$ cat src/rtl/vga_pkg.sv
// Shared VGA timing defaults and the coordinate type used by all draw stages.
package vga_pkg;

  // Pixel coordinate as seen by draw stages (DrawX/DrawY and their ROM address maths).
  typedef logic [9:0] coord_t;

  // 640x480 @ 60 Hz timing defaults.
  localparam int unsigned H_VIS_DEF  = 640;
  localparam int unsigned H_FP_DEF   = 16;
  localparam int unsigned H_SYNC_DEF = 96;
  localparam int unsigned H_BP_DEF   = 48;
  localparam int unsigned V_VIS_DEF  = 480;
  localparam int unsigned V_FP_DEF   = 10;
  localparam int unsigned V_SYNC_DEF = 2;
  localparam int unsigned V_BP_DEF   = 33;

  // Derived totals and sync window for the default timing.
  localparam int unsigned H_TOT_DEF        = H_VIS_DEF + H_FP_DEF + H_SYNC_DEF + H_BP_DEF;
  localparam int unsigned V_TOT_DEF        = V_VIS_DEF + V_FP_DEF + V_SYNC_DEF + V_BP_DEF;
  localparam int unsigned H_SYNC_START_DEF = H_VIS_DEF + H_FP_DEF;
  localparam int unsigned H_SYNC_END_DEF   = H_SYNC_START_DEF + H_SYNC_DEF;
  localparam int unsigned V_SYNC_START_DEF = V_VIS_DEF + V_FP_DEF;
  localparam int unsigned V_SYNC_END_DEF   = V_SYNC_START_DEF + V_SYNC_DEF;

  // Narrow an elaboration-time count to a coordinate.
  function automatic coord_t to_coord(input int unsigned value);
    return coord_t'(value);
  endfunction

endpackage

$ cat src/rtl/sync_delay.sv
// Shift register for sync signals; resets to 1 (sync inactive). Depth 0 is a pass-through.
module sync_delay #(
  parameter int unsigned Depth = 1,
  parameter int unsigned Width = 2
) (
  input  logic             clk_i,
  input  logic             rst_i,
  input  logic [Width-1:0] d_i,
  output logic [Width-1:0] q_o
);

  if (Depth == 0) begin : g_pass
    logic unused_clk_rst;
    assign unused_clk_rst = clk_i ^ rst_i;
    assign q_o = d_i;
  end else begin : g_delay
    logic [Width-1:0] stage_q [Depth];

    // Shift raw sync through Depth stages; reset forces every stage inactive.
    always_ff @(posedge clk_i) begin
      if (rst_i) begin
        for (int unsigned i = 0; i < Depth; i++) begin
          stage_q[i] <= '1;
        end
      end else begin
        stage_q[0] <= d_i;
        for (int unsigned i = 1; i < Depth; i++) begin
          stage_q[i] <= stage_q[i-1];
        end
      end
    end

    assign q_o = stage_q[Depth-1];
  end

endmodule

$ cat src/rtl/vga_timing_gen.sv
// VGA raster timing: pixel/line counters, visible flag, delayed active-low syncs, start pulses.
module vga_timing_gen
  import vga_pkg::*;
#(
  parameter int unsigned H_VIS      = H_VIS_DEF,
  parameter int unsigned H_FP       = H_FP_DEF,
  parameter int unsigned H_SYNC     = H_SYNC_DEF,
  parameter int unsigned H_BP       = H_BP_DEF,
  parameter int unsigned V_VIS      = V_VIS_DEF,
  parameter int unsigned V_FP       = V_FP_DEF,
  parameter int unsigned V_SYNC     = V_SYNC_DEF,
  parameter int unsigned V_BP       = V_BP_DEF,
  parameter int unsigned SYNC_DELAY = 1
) (
  input  logic       vga_clk,
  input  logic       reset,
  output coord_t     DrawX,
  output coord_t     DrawY,
  output logic       blank,
  output logic       hs,
  output logic       vs,
  output logic       frame_start,
  output logic       line_start,
  output logic [7:0] frame_count
);

  localparam int unsigned H_TOT = H_VIS + H_FP + H_SYNC + H_BP;
  localparam int unsigned V_TOT = V_VIS + V_FP + V_SYNC + V_BP;

  localparam coord_t HLast       = to_coord(H_TOT - 1);
  localparam coord_t VLast       = to_coord(V_TOT - 1);
  localparam coord_t HVisC       = to_coord(H_VIS);
  localparam coord_t VVisC       = to_coord(V_VIS);
  localparam coord_t HSyncStart  = to_coord(H_VIS + H_FP);
  localparam coord_t HSyncEnd    = to_coord(H_VIS + H_FP + H_SYNC);
  localparam coord_t VSyncStart  = to_coord(V_VIS + V_FP);
  localparam coord_t VSyncEnd    = to_coord(V_VIS + V_FP + V_SYNC);

  coord_t     hc_q, hc_d, vc_q, vc_d;
  logic [7:0] frame_count_q, frame_count_d;
  logic       line_start_q, frame_start_q;
  logic       line_end, frame_end;
  logic       hs_raw, vs_raw;
  logic [1:0] sync_dly;

  assign line_end  = (hc_q == HLast);
  assign frame_end = line_end && (vc_q == VLast);

  // Next-state for the raster counters and the frame counter.
  always_comb begin
    hc_d          = line_end ? '0 : hc_q + coord_t'(1);
    vc_d          = vc_q;
    frame_count_d = frame_count_q;
    if (line_end) begin
      vc_d = (vc_q == VLast) ? '0 : vc_q + coord_t'(1);
    end
    if (frame_end) begin
      frame_count_d = frame_count_q + 8'd1;
    end
  end

  // Counter and pulse registers; pulses land in the cycle the counters sit at the wrap target.
  always_ff @(posedge vga_clk) begin
    if (reset) begin
      hc_q          <= '0;
      vc_q          <= '0;
      frame_count_q <= '0;
      line_start_q  <= 1'b0;
      frame_start_q <= 1'b0;
    end else begin
      hc_q          <= hc_d;
      vc_q          <= vc_d;
      frame_count_q <= frame_count_d;
      line_start_q  <= line_end;
      frame_start_q <= frame_end;
    end
  end

  // Visible flag and raw syncs decoded straight from the counter registers.
  always_comb begin
    blank  = (hc_q < HVisC) && (vc_q < VVisC);
    hs_raw = !((hc_q >= HSyncStart) && (hc_q < HSyncEnd));
    vs_raw = !((vc_q >= VSyncStart) && (vc_q < VSyncEnd));
  end

  // Delay syncs to match the draw-stage pipeline so they line up with RGB at the DAC.
  sync_delay #(
    .Depth(SYNC_DELAY),
    .Width(2)
  ) u_sync_delay (
    .clk_i(vga_clk),
    .rst_i(reset),
    .d_i  ({hs_raw, vs_raw}),
    .q_o  (sync_dly)
  );

  assign DrawX       = hc_q;
  assign DrawY       = vc_q;
  assign hs          = sync_dly[1];
  assign vs          = sync_dly[0];
  assign line_start  = line_start_q;
  assign frame_start = frame_start_q;
  assign frame_count = frame_count_q;

endmodule

$ cat config.mk
export PLATFORM = sky130hd
export DESIGN_NAME = vga_timing_gen
export DESIGN_NICKNAME = d
export VERILOG_FILES = /design/src/rtl/vga_pkg.sv /design/src/rtl/sync_delay.sv /design/src/rtl/vga_timing_gen.sv
export SDC_FILE = /design/constraint.sdc
export NUM_CORES = 1
export LEC_CHECK = 0
export BUFFER_PORTS_ARGS = -buffer_cell sky130_fd_sc_hd__clkbuf_2
export CORE_MARGIN = 2
export CORE_UTILIZATION = 40
export CTS_BUF_LIST = sky130_fd_sc_hd__clkbuf_4 sky130_fd_sc_hd__clkbuf_8 sky130_fd_sc_hd__clkbuf_16
export DETAILED_ROUTE_END_ITERATION = 10
export PLACE_DENSITY = 0.7
export SLEW_MARGIN = 20
export SYNTH_ARGS = -nofsm -noshare
export SYNTH_HDL_FRONTEND = slang
export SYNTH_SLANG_ARGS = --single-unit
$ cat constraint.sdc
create_clock -name vga_clk -period 5.1 [get_ports vga_clk]
set_clock_uncertainty 0.05 [all_clocks]
set_input_delay 0.51 -clock vga_clk [delete_from_list [all_inputs] [get_ports vga_clk]]
set_output_delay 0.51 -clock vga_clk [all_outputs]
set_load 0.02 [all_outputs]
==> impl_metrics.ini <==
[place]
dp_slack_ns = 2.55
dpl.hpwl_um = 2100
place.gp.congestion = 0.741
portBuffers = 34

[hold_path]
hp-start = frame_count[7]$_SDFFE_PP0P_
hold_path.class = reg2reg
worstHoldPathCells = 2
holdPathEnd = frame_count[7]$_SDFFE_PP0P_

[yosys]
synthTopCellsByArea = dfxtp_1 (43%), nor2_1 (5.1%), xnor2_1 (4.7%)
synth_warnings = 0
ys_ff_latch = 32
synth-async-reset-ratio_pct = 0
yosysSeqAreaShare_pct = 43.4
yosysMostFrequentCell = dfxtp_1
synth_ff_type = dfxtp_1
synth_edf_count = 0
synth_top_area_share_pct = 43.4
syn-num-nets = 177
yosysTopAreaCell = dfxtp_1
ys_top_cells_by_count = dfxtp_1 (32), nor2_1 (20), a21oi_1 (13)
syn_avg_cell_area_um2 = 8.68
netlist_instances = 170
yosysUniqueCellTypes = 27
netlist_area_um2 = 1480

[clock_tree]
ctsResizeCount = 0
ctsHoldBuffers = 0
clockRootBuffer = clkbuf_8
cts_buffer_depth = 2
cts_tree = yes
clock-sinks = 32
clk_pin_slew_ns = 0.06
clkLatencyLatePin_ns = 0.28
postCtsSetupBuffers = 0
htreeDepth = 2
cts_made_buffers = 5

[cells_and_area]
fillers = 375
layout-drive-gt1-share_pct = 22.1
area.growth.synth_to_final_pct = 19.1
nets = 210
n_antenna_cell = 0

[sta]
fin_tns_setup_ns = 0
final_max_slew_viol_count = 0
setup_viol = 0
max_freq_ghz = 0.387
hold_viol = 0
finalWorstSetupSlack_ns = 2.52
slew_headroom_pct = 49.9
worst_slew_pin_slew_ns = 0.752
rsz0062_at_grt = no
min_period_over_period_pct = 50.6
holdWs_ns = 0.425
period_needed_ns = 2.58

[global_routing]
grt_max_degree = 28
grt.overflow.total = 0
grt_pass1_wl_um = 5370
antenna_found_initial = 0
grt.total_usage_pct = 16.5
grt_pass1_vias = 1178

[worst_setup_path]
reg2reg_to = frame_count[6]$_SDFFE_PP0P_
reg2reg_setup_slack_ns = 2.52
cp_max_fo = 27
path_class = reg2reg
critPathArrivalTime_ns = 2.74
cp-end-kind = register
worstReg2RegStart = DrawX[4]$_SDFF_PP0_
required_ns = 5.26
worst_setup_path_start_kind = register
reg2reg_depth = 4

[power]
cellPowerDensity_nw_per_um2 = 270
p_leak_uw = 0.000664
peakVddDrop_mv = 0.124

[run_status]
status = finished, final reports clean

[floorplan]
pin_count = 35
core_um2 = 3610
fp-row-count = 22
die_h_um = 64.8
start_util_pct = 40.9
dieArea_um2 = 4190
dieWidth_um = 64.8

[drt]
drc = 0
detail-route-antenna-nets = 0
routed_wl_um = 3020
firstDrtPassIters = 4
avgViaCountPerCell = 5.23
routedWlPerCell_um = 12.0
vias = 1319
drt_iter0_drc = 55

[run]
cap_violations = 0
-- report_power, final --
| part | leakage [µW] | internal, µW | switching, µW | total (µW) |
|---|---|---|---|---|
| Sequential | 0.000258 | 252 | 2.59 | 255 |
| Clock | 0.0000523 | 120 | 87.0 | 207 |
| Combinational | 0.000353 | 4.08 | 9.20 | 13.3 |
| Total | 0.000664 | 377 | 98.8 | 475 |
-- metrics by stage --
stage               utilization (%)  power, µW  std cells  area [µm²]
CTS                            48.8        486        252        1760
global route                   48.8        495        252        1760
global placement               46.0        273        244        1660
floorplan                         -        269        170        1480
detailed placement             46.0        274        244        1660
finish                         48.8        475        252        1760
-- flip-flops by register name, indices dropped and copies added, names as in the netlist --
name,flops
frame_start,1
u_sync_delay.g_delay.stage_q,2
DrawY,10
line_start,1
frame_count,8
DrawX,10
-- worst max-delay path, stage by stage (launching register included) --
cell,delay (ns)
dfxtp_1,0.45
or4b_1,0.57
or3_1,0.67
or4_1,0.61
a21oi_1,0.15
-- placed cells by master (no fill, tap or decap) --
master and n:
a21oi_1 13, a31o_2 1, and3_1 3, and4_1 1, clkbuf_2 34, clkbuf_4 2
clkbuf_8 6, dfxtp_1 32, ha_1 5, inv_1 9, nand2_1 7, nand3_1 12
nand4_1 6, nor2_1 20, nor3_1 4, nor4_1 4, nor4bb_1 1, o21ai_0 4
o21bai_2 1, o31ai_1 8, or2b_1 1, or3_1 6, or4_1 9, or4b_1 1
or4b_2 1, xnor2_1 8, xor2_1 5
-- worst max path at each step --
stage | slack [ns] | depth (start not counted) | from | end
finish | 2.52 | 4 | DrawX[4]$_SDFF_PP0_ | frame_count[6]$_SDFFE_PP0P_
global route | 2.36 | 5 | DrawX[0]$_SDFF_PP0_ | frame_count[4]$_SDFFE_PP0P_
CTS | 2.53 | 4 | DrawX[4]$_SDFF_PP0_ | frame_count[4]$_SDFFE_PP0P_
floorplan | 2.71 | 7 | DrawX[4]$_SDFF_PP0_ | frame_count[2]$_SDFFE_PP0P_
detailed placement | 2.55 | 4 | DrawX[4]$_SDFF_PP0_ | frame_count[6]$_SDFFE_PP0P_
global placement | 2.61 | 4 | DrawX[4]$_SDFF_PP0_ | frame_count[7]$_SDFFE_PP0P_
-- layer usage --
layer  part of all wire, %  global-route usage, %  up-vias
met5                     0                      0        -
li1                      -                      -      678
met2                    45                   26.0       29
met3                   5.6                   6.25        7
met1                    47                   19.9      605
met4                   2.3                   7.18        0
-- cells by family after synthesis --
logic type      synth area share [%]
simple gates                    28.1
flops                           43.4
compound gates                  11.2
buf+inv                         5.42
xor+xnor                        7.71
fa+ha+maj                       4.24
-- area by class of cell --
| class | instances | area, µm² | area share, % |
|---|---|---|---|
| multi-input cells | 121 | 756 | 43.0 |
| flip-flops and latches | 32 | 641 | 36.4 |
| repair buffers | 34 | 170 | 9.68 |
| clock buffers | 8 | 97.6 | 5.55 |
| well taps | 48 | 60.1 | 3.42 |
| inverters | 9 | 33.8 | 1.92 |
No activity file was read; power rests on OpenSTA's default activity.
